===== config.mk =====
export PLATFORM = sky130hd
export DESIGN_NAME = sprite_rom_arbiter
export DESIGN_NICKNAME = d
export VERILOG_FILES = /design/src/rtl/sprite_rom_arbiter.sv
export SDC_FILE = /design/constraint.sdc
export NUM_CORES = 1
export LEC_CHECK = 0
export CORE_MARGIN = 2
export CORE_UTILIZATION = 45
export DETAILED_ROUTE_END_ITERATION = 6
export HOLD_SLACK_MARGIN = 0.12
export PLACE_DENSITY = 0.86
export SLEW_MARGIN = 0
export SYNTH_ARGS = -nofsm -noshare
export SYNTH_HDL_FRONTEND = slang
export SYNTH_SLANG_ARGS = --single-unit

===== constraint.sdc =====
create_clock -name vga_clk -period 5.1 [get_ports vga_clk]
set_input_delay 1.02 -clock vga_clk [delete_from_list [all_inputs] [get_ports vga_clk]]
set_output_delay 1.02 -clock vga_clk [all_outputs]
set_load 0.005 [all_outputs]

===== src/rtl/sprite_rom_arbiter.sv =====
// Shares one synchronous sprite ROM among NUM_REQ renderers and returns tagged data ROM_LAT cycles later.
// Define SPRITE_ARB_FIXED_PRIO_EN for lowest-index-wins priority instead of round-robin.
module sprite_rom_arbiter #(
  parameter int NUM_REQ = 3,
  parameter int ADDR_W  = 17,
  parameter int DATA_W  = 5,
  parameter int ROM_LAT = 1
) (
  input  logic                      vga_clk,
  input  logic                      reset,
  input  logic [NUM_REQ-1:0]        req,
  input  logic [NUM_REQ*ADDR_W-1:0] req_addr,
  output logic [NUM_REQ-1:0]        gnt,
  output logic [ADDR_W-1:0]         rom_address,
  input  logic [DATA_W-1:0]         rom_q,
  output logic [NUM_REQ-1:0]        rsp_valid,
  output logic [DATA_W-1:0]         rsp_data,
  output logic                      busy
);
  localparam int PTR_W = (NUM_REQ > 1) ? $clog2(NUM_REQ) : 1;
  typedef logic [PTR_W-1:0] id_t;

  logic [ADDR_W-1:0]  last_addr_q, last_addr_d;
  logic [ROM_LAT-1:0] vld_q, vld_d;
  id_t                id_q [ROM_LAT];
  id_t                id_d [ROM_LAT];

  logic               gnt_any;
  id_t                gnt_id;
  logic [ADDR_W-1:0]  gnt_addr;
  id_t                start_idx;

`ifdef SPRITE_ARB_FIXED_PRIO_EN
  assign start_idx = '0;
`else
  id_t rr_ptr_q, rr_ptr_d;
  assign start_idx = rr_ptr_q;

  // Wrap is explicit because NUM_REQ need not be a power of two.
  always_comb begin
    rr_ptr_d = rr_ptr_q;
    if (gnt_any)
      rr_ptr_d = (int'(gnt_id) == NUM_REQ - 1) ? '0 : gnt_id + id_t'(1);
  end

  always_ff @(posedge vga_clk) begin
    if (reset) rr_ptr_q <= '0;
    else       rr_ptr_q <= rr_ptr_d;
  end
`endif

  // Pass one takes requesters at or above the start index, pass two wraps to the rest.
  // NOTE: every comb output gets a default first so no path leaves it unassigned (no latch).
  always_comb begin
    gnt      = '0;
    gnt_any  = 1'b0;
    gnt_id   = '0;
    gnt_addr = '0;
    if (!reset) begin
      for (int i = 0; i < NUM_REQ; i++) begin
        if (!gnt_any && req[i] && (id_t'(i) >= start_idx)) begin
          gnt_any  = 1'b1;
          gnt_id   = id_t'(i);
          gnt[i]   = 1'b1;
          gnt_addr = req_addr[i*ADDR_W +: ADDR_W];
        end
      end
      for (int i = 0; i < NUM_REQ; i++) begin
        if (!gnt_any && req[i]) begin
          gnt_any  = 1'b1;
          gnt_id   = id_t'(i);
          gnt[i]   = 1'b1;
          gnt_addr = req_addr[i*ADDR_W +: ADDR_W];
        end
      end
    end
  end

  always_comb begin
    last_addr_d = gnt_any ? gnt_addr : last_addr_q;
    rom_address = last_addr_d;
  end

  always_comb begin
    vld_d[0] = gnt_any;
    id_d[0]  = gnt_id;
    for (int s = 1; s < ROM_LAT; s++) begin
      vld_d[s] = vld_q[s-1];
      id_d[s]  = id_q[s-1];
    end
  end

  // NOTE: non-blocking in clocked blocks; only the valid bits need reset, ids are qualified by them.
  always_ff @(posedge vga_clk) begin
    if (reset) begin
      vld_q       <= '0;
      last_addr_q <= '0;
    end else begin
      vld_q       <= vld_d;
      last_addr_q <= last_addr_d;
    end
  end

  always_ff @(posedge vga_clk) begin
    id_q <= id_d;
  end

  always_comb begin
    rsp_valid = '0;
    if (!reset && vld_q[ROM_LAT-1])
      rsp_valid[id_q[ROM_LAT-1]] = 1'b1;
  end

  assign rsp_data = rom_q;
  assign busy     = |vld_q;

endmodule


==> results.toml, run 1 <==
[outcome]
status = "finished clean"

[die]
start_util = 0.479
rows = 23
die_height_um = 70.0
pin_count = 90
core_mm2 = 0.00409
dieArea_mm2 = 0.00490
die_w_um = 70.0

[worst_setup_path]
cp.required_ns = 4.08
crit_arrival_ns = 3.72
end_kind = "output pin"
startpoint_type = "primary input"
crit_type = "primary input to output pin"
reg2reg_depth = 5
cp_max_fo = 18

[pwr]
p_leak_nw = 1.05
swShare = 0.318
p_seq_frac = 0.353
p_switching_mw = 0.178
p_int_mw = 0.383
power.share.clock = 0.238
power_per_cell_area_mw_per_mm2 = 205
peakVddDrop_mv = 0.127
combPwrFrac = 0.408

[drt]
routed_wirelength_mm = 6.06
viasPerCell = 6.17
drtPass1Iterations = 5
post_drt_wl_per_cell_um = 16.5
via_count = 2270
post-route-drc-count = 0
drt_iter0_drc = 149
drtAntennaViolNets = 0

[global_routing]
track_usage = 0.241
grt_max_degree = 28
antenna_found_initial = 0
grt_first_pass_wirelength_mm = 9.83
overflow = 0
grt_pass1_vias = 2092

[final_layout]
area_delta_synth_final_pct = 40.2
final_nets = 380
utilization = 0.672
antenna_cells = 0
drive_gt1_frac = 0.0660

[synth]
syn_nets = 319
synth_top_cell_by_area = "dfxtp_1"
yosys_register_bits = 22
yosysUniqueCellTypes = 37
netlist_area_mm2 = 0.00196
synth_area_per_cell_um2 = 7.59
synth.yosys.seq_area_share = 0.225
synth.top_cell.area_share = 0.225
synth_cells = 258
synth_top_cells_by_area = "dfxtp_1 22%, a211oi_1 12%, and3b_1 7.6%"
yosys_warnings = 0

[sta]
whs_ns = 0.545
finalMaxSlewViolations = 0
min_period_ns = 4.74
setup_viol = 0
maxSlewHeadroom = 0.390
setup_tns_ns = 0
finalHoldViolCount = 0
tightest_slew_ns = 0.914
fmax_mhz = 211
skew_ns = 0.00156
rsz0062_at_grt = "false"
min_period_over_period = 0.930

[clock_network]
ctsResizeCount = 0
cts_buffer_depth = 2
clk_pin_slew_ns = 0.09
root_buffer = "clkbuf_8"
hold_buffers = 0
cts_tree = "done"
cts_buffers = 3
cts_sinks = 22
clock_latency_ns = 0.27
post_cts_buffers = 0
htree_num_levels = 1

[place]
gp_congestion = 0.875
dpl.hpwl_mm = 4.24
io_buffers = 79

[min_path]
hp-class = "flip-flop to flip-flop"
hold_path_depth = 2

[flow_run]
drv_cap = 0
routing by layer:
metal / up-vias / share of wire / global-route usage
li1: 1110 / - / -
met1: 1063 / 0.40 / 0.295
met2: 85 / 0.51 / 0.424
met3: 12 / 0.073 / 0.0433
met4: 0 / 0.017 / 0.0769
met5: - / 0 / 0
logic make-up after synthesis:
logic type / Yosys count / synth area share
and+or+nand+nor: 92 / 0.285
DFF: 22 / 0.225
buffers and inverters: 33 / 0.0926
AOI/OAI and AO/OA: 110 / 0.393
adders and majority gates: 1 / 0.00511
stage by stage:
stage / worst slack, ns / total power [mW] / instances / area, um2
2_1_floorplan: 1.87 / 0.326 / 258 / 1960
3_3_place_gp: 0.453 / 0.425 / 364 / 2690
3_5_place_dp: 0.404 / 0.429 / 364 / 2690
4_1_cts: 0.399 / 0.562 / 368 / 2750
5_1_grt: 0.104 / 0.591 / 368 / 2750
6_report: 0.359 / 0.562 / 368 / 2750
worst paths after layout:
check	end	slack [ns]	from
min	last_addr_q[12]$_SDFF_PP0_	0.55	last_addr_q[12]$_SDFF_PP0_
max reg2reg	last_addr_q[13]$_SDFF_PP0_	2.62	rr_ptr_q[0]$_SDFFE_PP0N_
max	rom_address[15]	0.36	req[0]
min reg2reg	last_addr_q[12]$_SDFF_PP0_	0.55	last_addr_q[12]$_SDFF_PP0_
critical path, cell delays in order:
cell and delay, ns:
clkdlybuf4s50_1 0.70, nand2b_1 0.26, a21oi_2 0.09, a211oi_4 0.69, o31ai_1 0.16, a21oi_1 0.25, clkdlybuf4s50_1 0.53
cells in the mapped netlist:
master,count
and2b_1,1
a211oi_1,32
and4b_1,2
a31oi_1,17
a21oi_1,19
dfxtp_1,22
nand2b_1,2
nor3_1,2
clkinv_2,1
and3b_1,17
nor2_1,39
nand3b_4,1
buf_1,1
buf_2,12
o31ai_2,1
o31ai_1,16
a211oi_2,2
nor4bb_1,3
a2bb2oi_1,1
o22ai_1,17
a21oi_2,1
buf_6,3
o21ai_0,1
maj3_1,1
a211oi_4,1
and2_1,17
a32oi_1,1
inv_1,3
buf_4,5
o22ai_2,1
nand2_1,3
clkbuf_1,8
nor4b_1,1
nor2b_2,1
nand4_2,1
or2_4,1
or2_1,1
cells in the final DEF, fill, tap and decap left out, types with 4 or more instances in the layout:
| master | synthesis | final |
|---|---|---|
| clkdlybuf4s50_1 | 0 | 79 |
| nor2_1 | 39 | 39 |
| a211oi_1 | 32 | 32 |
| dfxtp_1 | 22 | 22 |
| a21oi_1 | 19 | 19 |
| and3b_1 | 17 | 17 |
| a31oi_1 | 17 | 17 |
| o22ai_1 | 17 | 17 |
| and2_1 | 17 | 17 |
| o31ai_1 | 16 | 16 |
| buf_4 | 5 | 6 |
| clkbuf_8 | 0 | 4 |
flip-flops by register name (all words and copies together), names as in the netlist:
| register | cells |
|---|---|
| last_addr_q | 17 |
| busy | 1 |
| rr_ptr_q | 2 |
| id_q | 2 |
power by group through the flow:
stage / clock network [mW] / logic, mW / registers (mW)
floorplan: 0 / 0.131 / 0.195
global placement: 0 / 0.223 / 0.201
detailed placement: 0 / 0.227 / 0.202
CTS: 0.135 / 0.228 / 0.198
global route: 0.140 / 0.251 / 0.200
finish: 0.134 / 0.230 / 0.198
layout make-up:
type	instances	area, um2
clock buffers	4	55.1
fillers	369	1340
inverters	4	16.3
multi-input cells	203	1340
flip-flops and latches	22	440
well taps	50	62.6
repair buffers	85	836
Power figures use the tool's default switching activity.
==> inputs of run 2 (changes only) <==
--- a/config.mk
+++ b/config.mk
@@ -6,10 +6,10 @@
 export NUM_CORES = 1
 export LEC_CHECK = 0
 export CORE_MARGIN = 2
-export CORE_UTILIZATION = 45
+export CORE_UTILIZATION = 42
 export DETAILED_ROUTE_END_ITERATION = 6
 export HOLD_SLACK_MARGIN = 0.12
-export PLACE_DENSITY = 0.86
+export PLACE_DENSITY = 0.81
 export SLEW_MARGIN = 0
 export SYNTH_ARGS = -nofsm -noshare
 export SYNTH_HDL_FRONTEND = slang
==> constraint.sdc (replaced) <==
create_clock -name vga_clk -period 4.4 [get_ports vga_clk]
set_input_delay 0.88 -clock vga_clk [delete_from_list [all_inputs] [get_ports vga_clk]]
set_output_delay 0.88 -clock vga_clk [all_outputs]
set_load 0.005 [all_outputs]
==> run 2 against run 1 <==
Against the previous run: clock power is 4% lower; die area up 6.7%; first-iteration DRC count grew 15%; final cell count is 1.6% higher; clock skew rose by 0.0030 ns; via count rose by 0.79%; setup slack lost 0.17 ns; utilization is 4.4 points lower; largest power group unchanged; sequential power up 13%; worst hold slack worse by 0.0051 ns; global-route usage shrank 0.75 points.
==> results.toml, run 2 (synthesis results as in run 1) <==
[sta]
min_period_ns = 4.21
finalMaxSlewViolations = 0
maxSlewHeadroom = 0.479
rsz0062_at_grt = "false"
tightest_slew_ns = 0.780
setup_tns_ns = 0
setup_viol = 0
min_period_over_period = 0.957
finalHoldViolCount = 0
skew_ns = 0.00459
fmax_mhz = 238
whs_ns = 0.540

[final_layout]
area_delta_synth_final_pct = 41.6
layout.cells.non_filler = 374
final_nets = 385
reg_top3 = "last_addr_q x17, id_q x2, rr_ptr_q x2"
antenna_cells = 0
drive_gt1_frac = 0.0776
layout_common_cells = "79 x clkdlybuf4s50_1, 39 x nor2_1, 32 x a211oi_1"
final_common_cell = "clkdlybuf4s50_1"
largest_reg_flops = 17
largest-register = "last_addr_q"
utilization = 0.628

[worst_setup_path]
critPathSlowestCell = "o22ai_2"
end_kind = "output pin"
cp.required_ns = 3.52
crit_buf_inv = 2
worstPathCellList = "clkdlybuf4s50_1 -> or2_4 -> o22ai_2 -> and2_1 -> o31ai_1 -> a21oi_1 -> clkdlybuf4s50_1"
crit_path_max_incr_delay_ns = 0.57
worst_path_most_repeated_cell = "clkdlybuf4s50_1"
cp.depth = 7
crit_type = "primary input to output pin"
startpoint_type = "primary input"
crit_arrival_ns = 3.33
reg2reg_depth = 6
cp_max_fo = 17
crit_family = "buffers and inverters"

[die]
die_w_um = 72.3
pin_count = 90
start_util = 0.444
core_mm2 = 0.00441
dieArea_mm2 = 0.00523
die_height_um = 72.3
rows = 24

[place]
dpl.hpwl_mm = 4.29
gp_congestion = 0.848
dpl.cell_count = 371
io_buffers = 79

[drt]
drtPass1Iterations = 5
drtAntennaViolNets = 0
routed_wirelength_mm = 6.12
post-route-drc-count = 0
drt_iter0_drc = 172
post_drt_wl_per_cell_um = 16.4
via_count = 2288
viasPerCell = 6.12

[clock_network]
root_buffer = "clkbuf_8"
clk_pin_slew_ns = 0.08
cts_buffer_depth = 2
clock_latency_ns = 0.26
cts_sinks = 22
post_cts_buffers = 0
hold_buffers = 0
cts_tree = "done"
htree_num_levels = 1
ctsResizeCount = 0
cts_buffers = 3

[outcome]
status = "finished clean"

[global_routing]
overflow = 0
track_usage = 0.234
grt_pass1_vias = 2211
grt_max_degree = 28
grt_first_pass_wirelength_mm = 9.87
antenna_found_initial = 0

[min_path]
hp-class = "flip-flop to flip-flop"
hold_path_depth = 2

[flow_run]
drv_cap = 0

[pwr]
power_mw = 0.627
peakVddDrop_mv = 0.107
p_leak_nw = 1.06
power_per_cell_area_mw_per_mm2 = 226
run 2: final timing paths:
check	startpoint	to	slack [ns]
hold reg to reg	last_addr_q[15]$_SDFF_PP0_	last_addr_q[15]$_SDFF_PP0_	0.54
setup reg to reg	rr_ptr_q[1]$_SDFFE_PP0N_	last_addr_q[1]$_SDFF_PP0_	2.15
setup / recovery	req[2]	rom_address[15]	0.19
hold / removal	last_addr_q[15]$_SDFF_PP0_	last_addr_q[15]$_SDFF_PP0_	0.54
run 2: layout make-up:
cell class | instances | area, um2
clock buffer | 3 | 41.3
fill | 410 | 1640
inverter | 4 | 16.3
multi-input combinational | 203 | 1340
sequential | 22 | 440
tap | 52 | 65.1
timing repair buffer | 90 | 873
run 2: tightest hold or removal path, cell delays in order, from the launching register on:
cell      delay, ns
dfxtp_1        0.30
nor2_1         0.13
a211oi_1       0.06
run 2: metal layers:
layer,wire length [um],GRT usage,share of wire,up-vias
met4,36,0.0776,0.0059,0
met2,3050,0.409,0.50,102
met3,371,0.0306,0.061,2
met1,2670,0.295,0.44,1064
met5,0,0,0,-
li1,-,-,-,1120
run 2: report_power, final:
group | switching, mW | internal [mW] | total (mW)
registers | 0.00732 | 0.216 | 0.224
logic | 0.125 | 0.150 | 0.276
clock network | 0.0667 | 0.0611 | 0.128
total | 0.199 | 0.428 | 0.627
run 2: stage by stage:
| stage | worst slack [ns] | area, um2 |
|---|---|---|
| 6_report | 0.191 | 2770 |
| 4_1_cts | 0.221 | 2770 |
| 3_5_place_dp | 0.225 | 2730 |
| 5_1_grt | 0.0461 | 2770 |
| 2_1_floorplan | 1.45 | 1960 |
| 3_3_place_gp | 0.241 | 2730 |
